## src/rtl/rv32i_dmi_pkg.sv

```systemverilog
// Shared DMI definitions: default widths, op/resp codes and the arbiter FSM states.
package rv32i_dmi_pkg;

    localparam int DMI_ADDR_W = 7;
    localparam int DMI_DATA_W = 32;
    localparam int DMI_OP_W   = 2;
    localparam int TX_W       = DMI_ADDR_W + DMI_DATA_W + DMI_OP_W;
    localparam int RX_W       = DMI_DATA_W + DMI_OP_W;

    // Channel index width; enough for up to 8 requesters.
    localparam int CH_IDX_W   = 3;

    localparam logic [1:0] OP_NOP     = 2'd0;
    localparam logic [1:0] OP_READ    = 2'd1;
    localparam logic [1:0] OP_WRITE   = 2'd2;

    localparam logic [1:0] RESP_OK    = 2'd0;
    localparam logic [1:0] RESP_FAIL  = 2'd2;
    localparam logic [1:0] RESP_BUSY  = 2'd3;

    typedef enum logic [1:0] {
        ST_IDLE   = 2'd0,
        ST_ISSUE  = 2'd1,
        ST_WAIT   = 2'd2,
        ST_RETURN = 2'd3
    } dmi_state_e;

endpackage

```

## src/rtl/rv32i_dmi_arb_rr_arb.sv

```systemverilog
// Round-robin arbiter: picks the first requester at or after ptr, wrapping at NUM_CH.
module rr_arb
    import rv32i_dmi_pkg::*;
#(
    parameter int NUM_CH = 2
) (
    input  logic [NUM_CH-1:0]   req,
    input  logic [CH_IDX_W-1:0] ptr,
    input  logic                en,
    output logic [NUM_CH-1:0]   gnt,
    output logic [CH_IDX_W-1:0] idx
);

    // Zero-extended so the scan can index with a full 3-bit candidate.
    logic [7:0] req_ext;
    logic       found;
    logic [3:0] cand;

    assign req_ext = 8'(req);

    // Scan candidates ptr, ptr+1, ... modulo NUM_CH; first active request wins.
    always_comb begin
        found = 1'b0;
        idx   = '0;
        cand  = '0;
        for (int k = 0; k < NUM_CH; k++) begin
            cand = {1'b0, ptr} + 4'(k);
            if (cand >= 4'(NUM_CH)) begin
                cand = cand - 4'(NUM_CH);
            end
            if (en && !found && req_ext[cand[2:0]]) begin
                found = 1'b1;
                idx   = cand[2:0];
            end
        end
    end

    genvar gi;
    generate
        for (gi = 0; gi < NUM_CH; gi++) begin : g_gnt
            assign gnt[gi] = found && (idx == CH_IDX_W'(gi));
        end
    endgenerate

endmodule

```

## src/rtl/rv32i_dmi_arb.sv

```systemverilog
// Multi-channel DMI arbiter in front of the core DMI port, with response routing,
// memory-ready gating and a response timeout that returns FAIL to the requester.
module rv32i_dmi_arb
    import rv32i_dmi_pkg::*;
#(
    parameter int NUM_CH  = 2,
    parameter int ADDR_W  = DMI_ADDR_W,
    parameter int DATA_W  = DMI_DATA_W,
    parameter int OP_W    = DMI_OP_W,
    parameter int TIMEOUT = 4096,
    parameter int CNT_W   = 16
) (
    input  logic                                   clock,
    input  logic                                   reset,
    input  logic [NUM_CH-1:0]                      ch_req_vld,
    input  logic [NUM_CH*(ADDR_W+DATA_W+OP_W)-1:0] ch_req_data,
    output logic [NUM_CH-1:0]                      ch_req_rdy,
    output logic [NUM_CH-1:0]                      ch_resp_vld,
    output logic [DATA_W+OP_W-1:0]                 ch_resp_data,
    input  logic [NUM_CH-1:0]                      ch_resp_rdy,
    input  logic                                   mem_ready,
    output logic                                   io_dmi_req_valid,
    output logic [ADDR_W-1:0]                      io_dmi_req_bits_addr,
    output logic [DATA_W-1:0]                      io_dmi_req_bits_data,
    output logic [OP_W-1:0]                        io_dmi_req_bits_op,
    input  logic                                   io_dmi_req_ready,
    input  logic                                   io_dmi_resp_valid,
    input  logic [DATA_W-1:0]                      io_dmi_resp_bits_data,
    input  logic [OP_W-1:0]                        io_dmi_resp_bits_resp,
    output logic                                   io_dmi_resp_ready,
    output logic                                   busy,
    output logic [2:0]                             grant_ch,
    output logic [CNT_W-1:0]                       timeout_cnt,
    output logic [CNT_W-1:0]                       stale_cnt
);

    localparam int REQ_W = ADDR_W + DATA_W + OP_W;
    localparam int RSP_W = DATA_W + OP_W;
    // One spare bit so a late request handshake in the expiry cycle cannot wrap the timer.
    localparam int TMR_W = $clog2(TIMEOUT) + 1;

    dmi_state_e          state_q, state_d;
    logic [2:0]          ptr_q, ptr_d;
    logic [2:0]          grant_q, grant_d;
    logic [REQ_W-1:0]    tx_q, tx_d;
    logic [RSP_W-1:0]    rx_q, rx_d;
    logic [TMR_W-1:0]    timer_q, timer_d;
    logic [CNT_W-1:0]    timeout_cnt_q, timeout_cnt_d;
    logic [CNT_W-1:0]    stale_cnt_q, stale_cnt_d;

    logic [REQ_W-1:0]    req_word [NUM_CH];
    logic [REQ_W-1:0]    req_sel;
    logic [NUM_CH-1:0]   arb_gnt;
    logic [2:0]          arb_idx;
    logic                arb_en;
    logic                arb_found;
    logic [2:0]          ptr_next;
    logic                expired;
    logic                resp_take;
    logic [RSP_W-1:0]    rsp_fail;

    genvar gi;
    generate
        for (gi = 0; gi < NUM_CH; gi++) begin : g_ch
            assign req_word[gi]    = ch_req_data[gi*REQ_W +: REQ_W];
            assign ch_resp_vld[gi] = (state_q == ST_RETURN) && (grant_q == 3'(gi));
        end
    endgenerate

    // Grants only from IDLE with memory ready; nothing is offered while reset is held.
    assign arb_en = (state_q == ST_IDLE) && mem_ready && !reset;

    rr_arb #(
        .NUM_CH (NUM_CH)
    ) u_rr_arb (
        .req (ch_req_vld),
        .ptr (ptr_q),
        .en  (arb_en),
        .gnt (arb_gnt),
        .idx (arb_idx)
    );

    assign arb_found  = |arb_gnt;
    assign ptr_next   = (arb_idx == 3'(NUM_CH - 1)) ? 3'd0 : arb_idx + 3'd1;
    assign expired    = (timer_q >= TMR_W'(TIMEOUT - 1));
    assign resp_take  = |(ch_resp_vld & ch_resp_rdy);
    assign rsp_fail   = {{DATA_W{1'b0}}, OP_W'(RESP_FAIL)};

    // One-hot mux of the winning channel's {addr,data,op}.
    always_comb begin
        req_sel = '0;
        for (int k = 0; k < NUM_CH; k++) begin
            if (arb_gnt[k]) begin
                req_sel = req_word[k];
            end
        end
    end

    // Next-state logic: arbitration, core handshakes, timeout and counter updates.
    always_comb begin
        state_d       = state_q;
        ptr_d         = ptr_q;
        grant_d       = grant_q;
        tx_d          = tx_q;
        rx_d          = rx_q;
        timer_d       = timer_q;
        timeout_cnt_d = timeout_cnt_q;
        stale_cnt_d   = stale_cnt_q;

        // Core responses are always accepted; outside WAIT they belong to nobody.
        if (io_dmi_resp_valid && (state_q != ST_WAIT)) begin
            if (stale_cnt_q != {CNT_W{1'b1}}) begin
                stale_cnt_d = stale_cnt_q + CNT_W'(1);
            end
        end

        case (state_q)
            ST_IDLE: begin
                if (arb_found) begin
                    tx_d    = req_sel;
                    grant_d = arb_idx;
                    ptr_d   = ptr_next;
                    timer_d = '0;
                    state_d = ST_ISSUE;
                end
            end
            ST_ISSUE: begin
                timer_d = timer_q + TMR_W'(1);
                if (io_dmi_req_ready) begin
                    state_d = ST_WAIT;
                end else if (expired) begin
                    rx_d    = rsp_fail;
                    state_d = ST_RETURN;
                    if (timeout_cnt_q != {CNT_W{1'b1}}) begin
                        timeout_cnt_d = timeout_cnt_q + CNT_W'(1);
                    end
                end
            end
            ST_WAIT: begin
                timer_d = timer_q + TMR_W'(1);
                if (io_dmi_resp_valid) begin
                    rx_d    = {io_dmi_resp_bits_data, io_dmi_resp_bits_resp};
                    state_d = ST_RETURN;
                end else if (expired) begin
                    rx_d    = rsp_fail;
                    state_d = ST_RETURN;
                    if (timeout_cnt_q != {CNT_W{1'b1}}) begin
                        timeout_cnt_d = timeout_cnt_q + CNT_W'(1);
                    end
                end
            end
            ST_RETURN: begin
                if (resp_take) begin
                    state_d = ST_IDLE;
                end
            end
            default: begin
                state_d = ST_IDLE;
            end
        endcase
    end

    // State and datapath registers.
    always_ff @(posedge clock or posedge reset) begin
        if (reset) begin
            state_q       <= ST_IDLE;
            ptr_q         <= '0;
            grant_q       <= '0;
            tx_q          <= '0;
            rx_q          <= '0;
            timer_q       <= '0;
            timeout_cnt_q <= '0;
            stale_cnt_q   <= '0;
        end else begin
            state_q       <= state_d;
            ptr_q         <= ptr_d;
            grant_q       <= grant_d;
            tx_q          <= tx_d;
            rx_q          <= rx_d;
            timer_q       <= timer_d;
            timeout_cnt_q <= timeout_cnt_d;
            stale_cnt_q   <= stale_cnt_d;
        end
    end

    assign ch_req_rdy        = arb_gnt;
    assign io_dmi_req_valid  = (state_q == ST_ISSUE);
    assign {io_dmi_req_bits_addr, io_dmi_req_bits_data, io_dmi_req_bits_op} = tx_q;
    assign io_dmi_resp_ready = 1'b1;
    assign ch_resp_data      = rx_q;
    assign busy              = (state_q != ST_IDLE);
    assign grant_ch          = grant_q;
    assign timeout_cnt       = timeout_cnt_q;
    assign stale_cnt         = stale_cnt_q;

endmodule

```

## config.mk

```make
export PLATFORM = sky130hd
export DESIGN_NAME = rv32i_dmi_arb
export DESIGN_NICKNAME = d
export VERILOG_FILES = /design/src/rtl/rv32i_dmi_pkg.sv /design/src/rtl/rv32i_dmi_arb_rr_arb.sv /design/src/rtl/rv32i_dmi_arb.sv
export SDC_FILE = /design/constraint.sdc
export NUM_CORES = 1
export LEC_CHECK = 0
export CAP_MARGIN = 20
export CORE_ASPECT_RATIO = 0.5
export CORE_MARGIN = 5
export CORE_UTILIZATION = 35
export CTS_BUF_LIST = sky130_fd_sc_hd__clkbuf_4 sky130_fd_sc_hd__clkbuf_8 sky130_fd_sc_hd__clkbuf_16
export CTS_CLUSTER_DIAMETER = 100
export CTS_CLUSTER_SIZE = 25
export DETAILED_ROUTE_END_ITERATION = 7
export PLACE_DENSITY = 0.66
export SETUP_SLACK_MARGIN = 0.5
export SKIP_LAST_GASP = 1
export SYNTH_ARGS = -nofsm -noshare
export SYNTH_HDL_FRONTEND = slang
export SYNTH_SLANG_ARGS = --single-unit
```

## constraint.sdc

```tcl
create_clock -name clock -period 5.1 [get_ports clock]
set_input_delay 1.02 -clock clock [delete_from_list [all_inputs] [get_ports clock]]
set_output_delay 1.02 -clock clock [all_outputs]
set_load 0.02 [all_outputs]
```

==> results of run 1 <==
kinds of logic (layout without fill, tap and decap cells):
logic type | count (synthesis) | in the layout | share of synthesized area
compound gates | 208 | 208 | 0.2323
flops | 128 | 128 | 0.5027
simple gates | 136 | 136 | 0.1190
fa+ha+maj | 14 | 14 | 0.02749
other cells | 1 | 1 | 0.0005886
xor+xnor | 31 | 31 | 0.04262
mux | 6 | 6 | 0.01041
buf+inv | 104 | 343 | 0.06481
worst paths after layout:
kind                                                endpoint  slack (ns)  depth (start not counted)
worst max register to register          tx_q[32]$_DFFE_PP0P_        2.22                          8
worst min-delay path             ch_resp_data[5]$_DFFE_PP0P_        0.50                          1
max in group asynchronous               tx_q[21]$_DFFE_PP0P_        3.46                          3
worst min register to register   ch_resp_data[5]$_DFFE_PP0P_        0.50                          1
min in group asynchronous       ch_resp_data[24]$_DFFE_PP0P_        1.02                          2
worst max-delay path                           ch_req_rdy[1]        0.67                          6
power by group:
part	internal, W	switching (W)	total, W
clock network	0.000844	0.000462	0.00131
registers	0.00141	0.000293	0.00171
logic	0.00119	0.00138	0.00256
stage by stage:
step                      power (W)  cells
final                      0.005576   1101
after global routing       0.005938   1101
after CTS                  0.005644   1101
after detailed placement   0.004299   1069
after global placement     0.004236   1068
after floorplan            0.003133    628
cells in the final DEF, fill, tap and decap left out, types with 14 or more instances in the layout:
master,Yosys,routed
o311ai_1,20,20
a22o_1,34,34
dfrtp_1,128,128
nand3_1,25,25
o311ai_0,23,23
clkdlybuf4s50_1,0,240
nand2_1,24,24
nor2_1,21,21
xnor2_1,18,18
ha_1,14,14
o21ai_0,85,85
clkbuf_16,0,17
inv_1,59,58
worst register-to-register path, stage by stage (launching register included):
cell	delay, ns
dfrtp_1	0.43
inv_1	0.14
ha_1	0.43
nand3b_1	0.27
a211o_1	0.36
a2111oi_4	0.21
or2_1	0.38
buf_4	0.34
o311ai_0	0.17
flip-flops by register name, indices dropped and copies added (netlist names):
register / flops
ch_resp_data: 34
ptr_q: 3
timer_q: 13
timeout_cnt: 16
stale_cnt: 16
grant_ch: 3
state_q: 2
tx_q: 41
final cells by class:
| type | instances | area [um2] | area share |
|---|---|---|---|
| inverter | 59 | 224.0 | 0.02319 |
| sequential | 128 | 3203 | 0.3317 |
| clock inverter | 13 | 186.4 | 0.01931 |
| timing repair buffer | 252 | 2525 | 0.2615 |
| tap | 234 | 292.8 | 0.03032 |
| multi-input combinational | 396 | 2773 | 0.2871 |
| clock buffer | 19 | 452.9 | 0.04690 |
routing by layer:
metal,share of wire,vias up,global-route usage
met5,0,-,0
met4,0.011,0,0.05152
met3,0.055,15,0.05216
met2,0.49,162,0.3037
met1,0.44,2792,0.2360
li1,-,2749,-
==> run metrics, run 1 <==
number of fill cells in the layout 1,542; number of design rule violations left after detail routing 0; Fin Hold WS around 0.50 ns; Pleak approximately 4.2 nW; GR Overflow Total 0; maximum root-to-sink buffer count 2; final weighted congestion in routability-driven placement roughly 0.80; number of hold-repair buffers added at the cts stage 0; count of vias placed by the detailed router between 5k and 6k; Top Family by Delay on Critical Path buffers and inverters; post-place setup slack roughly 0.62 ns; status completed; final critical delay including setup and external delays 4.431 ns; most numerous cell types in the synthesized netlist dfrtp_1, o21ai_0, inv_1, a22o_1, clkbuf_1; Cell variety after synth 53; Worst Slack Setup Final about 0.67 ns; buffering stage count on the worst path with inverters included 2; fraction of final layout cells with drive strength greater than 1 0.06805; via/cell ratio slightly above 5; maximum clock rate around 0.23 GHz; global-route wire length before repair between 30,000 and 40,000 um; Routed Antenna Nets 0; hold_sp ch_resp_data[5]$_DFFE_PP0P_; post-synth top area share 0.5027; number of buffers inserted to repair setup after CTS 0; clock tree from TritonCTS yes; power per standard cell area roughly 580 mW/mm2; type of origin of the critical path input pin; n_diodes 0; IO Port Bufs between 200 and 250; gr usage total 0.1828; Routed WL per cell between 15 and 20 um; synthesized area per cell 10.15 um2; final core utilization 0.5483; initial core utilization 0.3618; HPWL after detailed placement approximately 13,000 um; post-synthesis sequential element count approximately 130; critical path startpoint reset; cell accounting for the most synthesized area dfrtp_1; number of nets in the synthesized netlist roughly 770; Critical R2R Launch state_q[0]$_DFFE_PP0P_; area post-placement 0.009017 mm2; leading post-synthesis cells by cell area dfrtp_1, o21ai_0, a22o_1; CTS root buf clkbuf_16; post-route setup TNS 0 ns; Slowest Stage Delay on Critical Path approximately 0.69 ns; Setup Skew a little over 0.01 ns; Setup violations, final 0; H-tree depth reported by CTS 4; critical setup path kind in -> out; Final Cycle Share 0.8688; maximum net fanout on the critical path 11; clock-pin slew on the worst setup and hold paths 0.05 ns; Iter 0 DRT Violations between 150 and 200; area enclosed by the die boundary 0.02116 mm2; share of synthesized area occupied by flip-flops and latches 0.5027; pin count of the biggest net entering global routing 52; post-route cell area 0.009657 mm2; arrival time at the worst endpoint ~3.4 ns; type of the tightest min-delay check reg -> reg; cell area after technology mapping roughly 0.0064 mm2; primary flip-flop cell chosen by synthesis mapping dfrtp_1; critical-path cell list clkdlybuf4s50_1, nand3b_1, a211o_1, a2111oi_4, or2_1, clkdlybuf4s50_1; most instantiated library cell after synthesis dfrtp_1; max-slew headroom at the worst pin 0.3771; Std-Cell Core Area about 0.018 mm2; slew of the pin with the lowest slew margin slightly above 0.9 ns; CP Data Required Time 4.08 ns; signed area change from the synthesized netlist to the final layout 51.57%; via count of the first global-routing pass 6,054; Initial DRT Pass Iterations 5; number of synthesized flops with an enable pin 0; RSZ-0062 raised after global routing false; Clock Latency Late Sink 0.41 ns; die height between 100 and 150 um; Routed WL 18,980 um; element type at the critical path end primary output; Max Slew Vio Count 0; number of maximum-capacitance constraint violations 0; number of sinks on the clock net approximately 130; total clock buffers created by CTS 17; final hold vios 0; number of cells upsized or downsized after cts 0; nets@finish roughly 1,000; number of placed I/O pins roughly 240; fraction of registers with async set or reset after synthesis 1.000; Top cell by count, worst path clkdlybuf4s50_1; Post-Syn Instances ~630; std cell rows 34; synth warn 0; number of antenna violations at the first check in global routing 0; Peak supply drop about 0.00032 V; Die Wd 200.8 um; highest-delay cell along the critical path clkdlybuf4s50_1
Note: power is estimated with default switching activity, not from simulation.
==> inputs of run 2 (changes only) <==
--- a/config.mk
+++ b/config.mk
@@ -8,12 +8,12 @@
 export CAP_MARGIN = 20
 export CORE_ASPECT_RATIO = 0.5
 export CORE_MARGIN = 5
-export CORE_UTILIZATION = 35
+export CORE_UTILIZATION = 45
 export CTS_BUF_LIST = sky130_fd_sc_hd__clkbuf_4 sky130_fd_sc_hd__clkbuf_8 sky130_fd_sc_hd__clkbuf_16
 export CTS_CLUSTER_DIAMETER = 100
 export CTS_CLUSTER_SIZE = 25
 export DETAILED_ROUTE_END_ITERATION = 7
-export PLACE_DENSITY = 0.66
+export PLACE_DENSITY = 0.82
 export SETUP_SLACK_MARGIN = 0.5
 export SKIP_LAST_GASP = 1
 export SYNTH_ARGS = -nofsm -noshare
==> run 2 against run 1 <==
Against the previous run: routed wire length is 2.5% lower; combinational power hardly changed; cell area is 0.98% lower; non-clock buffer count is 1 lower; clock skew is 0.00069 ns lower; cell count is 3.9% lower; hold slack better by 0.0012 ns; sequential cell count stayed put; setup slack better by 0.26 ns; maximum frequency is 6.2% higher.
==> run metrics, run 2 (same netlist as run 1, synthesis figures left out) <==
top layer used by detailed routing met4; worst reg2reg path depth 8 (unchanged); Peak supply drop 0.0003072 V (-4.1%); dpl cells 1,025 (-4.1%); Initial DRT Pass Iterations 5 (unchanged); number of antenna violations at the first check in global routing 0 (unchanged); hold_sp ch_resp_data[3]$_DFFE_PP0P_; std cell rows 30 (-12%); initial core utilization 0.4650 (+0.1033); flip-flop count of the largest register after layout 41 (unchanged); die height 94.14 um (-11%); highest-delay cell along the critical path clkdlybuf4s50_1; H-tree depth reported by CTS 4 (unchanged); maximum root-to-sink buffer count 2 (unchanged); Routed WL 18,510 um (-2.5%); maximum net fanout on the critical path 3 (-8); final hold vios 0 (unchanged); type of the tightest min-delay check reg -> reg; critical-path cell list clkdlybuf4s50_1, nand3b_1, a211o_1, a2111oi_4, or2_1, clkdlybuf4s50_1; fraction of final layout cells with drive strength greater than 1 0.06582 (-0.002231); Slowest Stage Delay on Critical Path 0.63 ns (-0.06 ns); Setup Skew 0.009381 ns (-0.0006894 ns); Fin Hold WS 0.4986 ns (+0.001209 ns); Hold Path Stages 1 (unchanged); nets@finish 992 (-0.10%); Final Cycle Share 0.8177 (-0.05108); global-route wire length before repair 29,880 um (-6.7%); final critical delay including setup and external delays 4.170 ns (-0.2605 ns); number of buffers inserted to repair setup after CTS 0 (unchanged); Die Wd 178.3 um (-11%); Reg2Reg Setup Slack 2.26 ns (+0.04 ns); Pleak 4.163 nW (-0.32%); number of placed I/O pins 242 (unchanged); number of fill cells in the layout 1,051 (-32%); RSZ-0062 raised after global routing false; n_diodes 0 (unchanged); detailed route wirelength on metal3 1362 um (+31%); total design power 0.005530 W (-0.83%); Std-Cell Core Area 0.01370 mm2 (-22%); Top cell by count, worst path clkdlybuf4s50_1; Detail Route met2 WL 9424 um (+1.2%); IO Port Bufs 240 (unchanged); max-slew headroom at the worst pin 0.4250 (+0.04789); Endpoint, Worst Hold ch_resp_data[3]$_DFFE_PP0P_; via/cell ratio 5.525 (+6.4%); GR Overflow Total 0 (unchanged); number of hold-repair buffers added at the cts stage 0 (unchanged); Max Slew Vio Count 0 (unchanged); Routed WL per cell 17.49 um (+1.5%); Iter 0 DRT Violations 316 (+70%); Clock Latency Late Sink 0.41 ns (about the same); critical setup path kind in -> out; signed area change from the synthesized netlist to the final layout 50.08%; gr usage total 0.2189 (+0.03611); number of cells in the finished layout apart from fillers 1,058 (-3.9%); register with the most flip-flops tx_q; number of sinks on the clock net 128 (unchanged); clock-pin slew on the worst setup and hold paths 0.06 ns (about the same); number of design rule violations left after detail routing 0 (unchanged); slew of the pin with the lowest slew margin 0.8625 ns (-0.06975 ns); CP Data Required Time 4.08 ns (about the same); post-route setup TNS 0 ns (unchanged); worst r2r dst tx_q[28]$_DFFE_PP0P_; number of maximum-capacitance constraint violations 0 (unchanged); count of vias placed by the detailed router 5,845 (+2.2%); type of origin of the critical path input pin; pin count of the biggest net entering global routing 81 (+56%); Critical R2R Launch state_q[0]$_DFFE_PP0P_; clock tree from TritonCTS yes; status completed; element type at the critical path end primary output; number of cells upsized or downsized after cts 0 (unchanged); maximum clock rate 0.2398 GHz (+6.2%); most frequent cells in the layout clkdlybuf4s50_1, dfrtp_1, o21ai_0; area enclosed by the die boundary 0.01678 mm2 (-21%); arrival time at the worst endpoint 3.15 ns (-0.26 ns); via count of the first global-routing pass 5,855 (-3.3%); final weighted congestion in routability-driven placement 0.8082 (+0.85%); CTS root buf clkbuf_16; most common cell after layout, fill and taps aside clkdlybuf4s50_1; Setup violations, final 0 (unchanged); area post-placement 0.008915 mm2 (-1.1%); Post-Route M1 WL 7493 um (-11%); post-route cell area 0.009562 mm2 (-0.98%); power per standard cell area 578.4 mW/mm2 (+0.16%); total clock buffers created by CTS 17 (unchanged); Routed Antenna Nets 0 (unchanged); HPWL after detailed placement 12,770 um (-4.5%)
## run 2: metrics by stage
step           worst slack [ns]    util
5_1_grt                  0.8134  0.6979
6_report                 0.9296  0.6979
2_1_floorplan            0.6674       -
4_1_cts                  0.9071  0.6959
3_3_place_gp             0.9281  0.6507
3_5_place_dp             0.9086  0.6507
## run 2: routing by layer
metal	up-vias	GRT usage
met3	20	0.05107
met2	202	0.3811
met5	-	0
met1	2870	0.2748
met4	0	0.06190
li1	2753	-
## run 2: power breakdown
group / leakage (nW) / switching, W / internal (W) / total [W]
logic: 2.24 / 0.00137 / 0.00119 / 0.00256
clock network: 0.298 / 0.000478 / 0.000791 / 0.00127
registers: 1.62 / 0.000293 / 0.00141 / 0.00170
total: 4.16 / 0.00214 / 0.00339 / 0.00553
## run 2: critical path, delay by kind of cell
| kind | cells | cell delay (ns) |
|---|---|---|
| and+or+nand+nor | 2 | 0.47 |
| buffers and inverters | 2 | 1.09 |
| AOI/OAI and AO/OA | 2 | 0.57 |
## run 2: final cells by class
| cell class | instances | area (um2) | area share |
|---|---|---|---|
| timing repair buffer | 251 | 2505 | 0.2620 |
| clock inverter | 14 | 180.2 | 0.01884 |
| inverter | 59 | 224.0 | 0.02342 |
| multi-input combinational | 396 | 2770 | 0.2897 |
| tap | 192 | 240.2 | 0.02512 |
| clock buffer | 18 | 439.2 | 0.04593 |
| sequential | 128 | 3203 | 0.3350 |
## run 2: worst max-delay path by stage
stage,startpoint,to,cells past startpoint
2_1_floorplan,reset,ch_resp_data[0]$_DFFE_PP0P_,1
3_3_place_gp,reset,ch_req_rdy[1],6
3_5_place_dp,reset,ch_req_rdy[1],6
4_1_cts,reset,ch_req_rdy[1],6
5_1_grt,state_q[0]$_DFFE_PP0P_,ch_req_rdy[1],7
6_report,reset,ch_req_rdy[1],6
==> inputs of run 3 (changes only) <==
--- a/config.mk
+++ b/config.mk
@@ -8,12 +8,12 @@
 export CAP_MARGIN = 20
 export CORE_ASPECT_RATIO = 0.5
 export CORE_MARGIN = 5
-export CORE_UTILIZATION = 45
+export CORE_UTILIZATION = 40
 export CTS_BUF_LIST = sky130_fd_sc_hd__clkbuf_4 sky130_fd_sc_hd__clkbuf_8 sky130_fd_sc_hd__clkbuf_16
 export CTS_CLUSTER_DIAMETER = 100
 export CTS_CLUSTER_SIZE = 25
 export DETAILED_ROUTE_END_ITERATION = 7
-export PLACE_DENSITY = 0.82
+export PLACE_DENSITY = 0.77
 export SETUP_SLACK_MARGIN = 0.5
 export SKIP_LAST_GASP = 1
 export SYNTH_ARGS = -nofsm -noshare
==> constraint.sdc (replaced) <==
create_clock -name clock -period 3.7 [get_ports clock]
set_input_delay 0.74 -clock clock [delete_from_list [all_inputs] [get_ports clock]]
set_output_delay 0.74 -clock clock [all_outputs]
set_load 0.02 [all_outputs]
==> run 3 against run 2 <==
Against the previous run: via count up 1.7%; non-clock buffer count increased by 12; cell area rose by 1.1%; cell count grew 2.3%; sequential power grew 38%; clock power up 36%; critical endpoint is now ch_req_rdy[0].
==> run metrics, run 3 (same netlist as run 1, synthesis figures left out) <==
Initial DRT Pass Iterations 5 (unchanged); final critical delay including setup and external delays 3.124 ns; type of the tightest min-delay check reg -> reg; element type at the critical path end primary output; Setup violations, final 0 (unchanged); via/cell ratio 5.493 (-0.58%); final hold vios 0 (unchanged); number of hold-repair buffers added at the cts stage 0 (unchanged); critical setup path kind reg -> out; number of antenna violations at the first check in global routing 0 (unchanged); Pleak 4.223 nW (+1.4%); fraction of final layout cells with drive strength greater than 1 0.08770 (+0.02188); Clock Latency Late Sink 0.41 ns (about the same); register area 0.003207 mm2 (+0.12%); Peak supply drop 0.0004268 V (+39%); global-route wire length before repair 30,590 um (+2.4%); post-route setup TNS 0 ns (unchanged); count of vias placed by the detailed router 5,943 (+1.7%); IO Port Bufs 240 (unchanged); post-route cell area 0.009668 mm2 (+1.1%); status completed; Setup Skew 0.008314 ns (-0.001067 ns); max-slew headroom at the worst pin 0.4438 (+0.01882); pin count of the biggest net entering global routing 57 (-30%); number of cells in the finished layout apart from fillers 1,082 (+2.3%); Std-Cell Core Area 0.01549 mm2 (+13%); number of sinks on the clock net 128 (unchanged); Routed Antenna Nets 0 (unchanged); area enclosed by the die boundary 0.01870 mm2 (+11%); clock-pin slew on the worst setup and hold paths 0.06 ns (about the same); clock tree from TritonCTS yes; number of maximum-capacitance constraint violations 0 (unchanged); Die Wd 188.5 um (+5.7%); arrival time at the worst endpoint 2.38 ns (-0.77 ns); die height 99.24 um (+5.4%); n_diodes 0 (unchanged); type of origin of the critical path flip-flop; maximum clock rate roughly 0.32 GHz; power per standard cell area 793.5 mW/mm2 (+37%); Final Cycle Share 0.8444; nets@finish 1,004 (+1.2%); area taken by multi-input logic gates 0.002775 mm2 (+0.18%); RSZ-0062 raised after global routing false; via count of the first global-routing pass 5,980 (+2.1%); maximum root-to-sink buffer count 2 (unchanged); dpl cells 1,041 (+1.6%); gr usage total 0.1971 (-0.02185); signed area change from the synthesized netlist to the final layout 51.75%; most common cell after layout, fill and taps aside clkdlybuf4s50_1; final core utilization 0.6240 (-0.07395); number of placed I/O pins 242 (unchanged); Iter 0 DRT Violations 285 (-9.8%); std cell rows 32 (+6.7%); GR Overflow Total 0 (unchanged); initial core utilization 0.4112 (-0.05385); register with the most flip-flops tx_q; H-tree depth reported by CTS 4 (unchanged); Routed WL 18,850 um (+1.8%); flip-flop count of the largest register after layout 41 (unchanged); area post-placement 0.008989 mm2 (+0.83%); number of design rule violations left after detail routing 0 (unchanged); total clock buffers created by CTS 17 (unchanged); Fin Hold WS 0.4975 ns (-0.001120 ns); most frequent cells in the layout clkdlybuf4s50_1, dfrtp_1, o21ai_0; CP Data Required Time 2.96 ns (-1.12 ns); maximum net fanout on the critical path 5 (+2); HPWL after detailed placement 13,180 um (+3.2%); Routed WL per cell 17.42 um (-0.41%); slew of the pin with the lowest slew margin 0.8325 ns (-0.02998 ns); Max Slew Vio Count 0 (unchanged); number of fill cells in the layout 1,243 (+18%); final weighted congestion in routability-driven placement 0.7542 (-6.7%); CTS root buf clkbuf_16
==> run 3: cell count changes in the layout (fill, tap and decap cells not counted), sizes merged, moves of 2 or more <==
| cell | change |
|---|---|
| clkdlybuf4s50 | -4 |
| buf | +14 |
| dlymetal6s2s | +2 |
| clkinvlp | +3 |
==> run 3: repair_timing <==
| item | in CTS | in global routing |
|---|---|---|
| buffers inserted | 0 | 9 |
| resized for setup | 8 | 8 |
| pin swaps | 2 | 5 |
| gates cloned | 0 | 0 |
| setup endpoints to repair | 2 | 2 |
==> run 3: cell type report <==
cell class,count,share of cell area
tap,204,0.02640
sequential,128,0.3317
clock buffer,17,0.04400
multi-input combinational,396,0.2870
inverter,59,0.02329
timing repair buffer,263,0.2687
clock inverter,15,0.01889
==> run 3: worst paths after layout <==
kind | cells after the start | endpoint | startpoint | slack (ns)
setup / recovery | 8 | ch_req_rdy[0] | state_q[0]$_DFFE_PP0P_ | 0.58
setup reg to reg | 8 | tx_q[36]$_DFFE_PP0P_ | state_q[0]$_DFFE_PP0P_ | 1.15
hold reg to reg | 1 | ch_resp_data[24]$_DFFE_PP0P_ | ch_resp_data[24]$_DFFE_PP0P_ | 0.50
min in group asynchronous | 2 | ch_resp_data[32]$_DFFE_PP0P_ | reset | 0.53
hold / removal | 1 | ch_resp_data[24]$_DFFE_PP0P_ | ch_resp_data[24]$_DFFE_PP0P_ | 0.50
max in group asynchronous | 3 | stale_cnt[5]$_DFFE_PP0P_ | reset | 2.41
==> run 3: worst max-delay path, cell delays in order, from the launching register on <==
cell,delay (ns)
dfrtp_2,0.44
inv_2,0.08
ha_2,0.18
nand3b_1,0.18
a211o_1,0.35
a2111oi_4,0.30
or2_1,0.21
nor2_1,0.07
buf_4,0.15
==> run 3: power by group <==
group / switching, W / total, W / internal [W]
sequential: 0.000400 / 0.00235 / 0.00195
clock: 0.000660 / 0.00173 / 0.00107
combinational: 0.00190 / 0.00360 / 0.00170
==> run 3: layer usage <==
metal	global-route usage	share of wire
met1	0.2484	0.43
met2	0.3394	0.50
met3	0.05014	0.059
met4	0.05764	0.012
met5	0	0
==> run 3: stage by stage <==
step | setup slack (ns) | power, W
3_3_place_gp | 0.06867 | 0.005816
4_1_cts | 0.4313 | 0.007681
5_1_grt | 0.4920 | 0.008115
2_1_floorplan | 0.7450 | 0.004319
6_report | 0.5758 | 0.007671
3_5_place_dp | 0.03475 | 0.005914
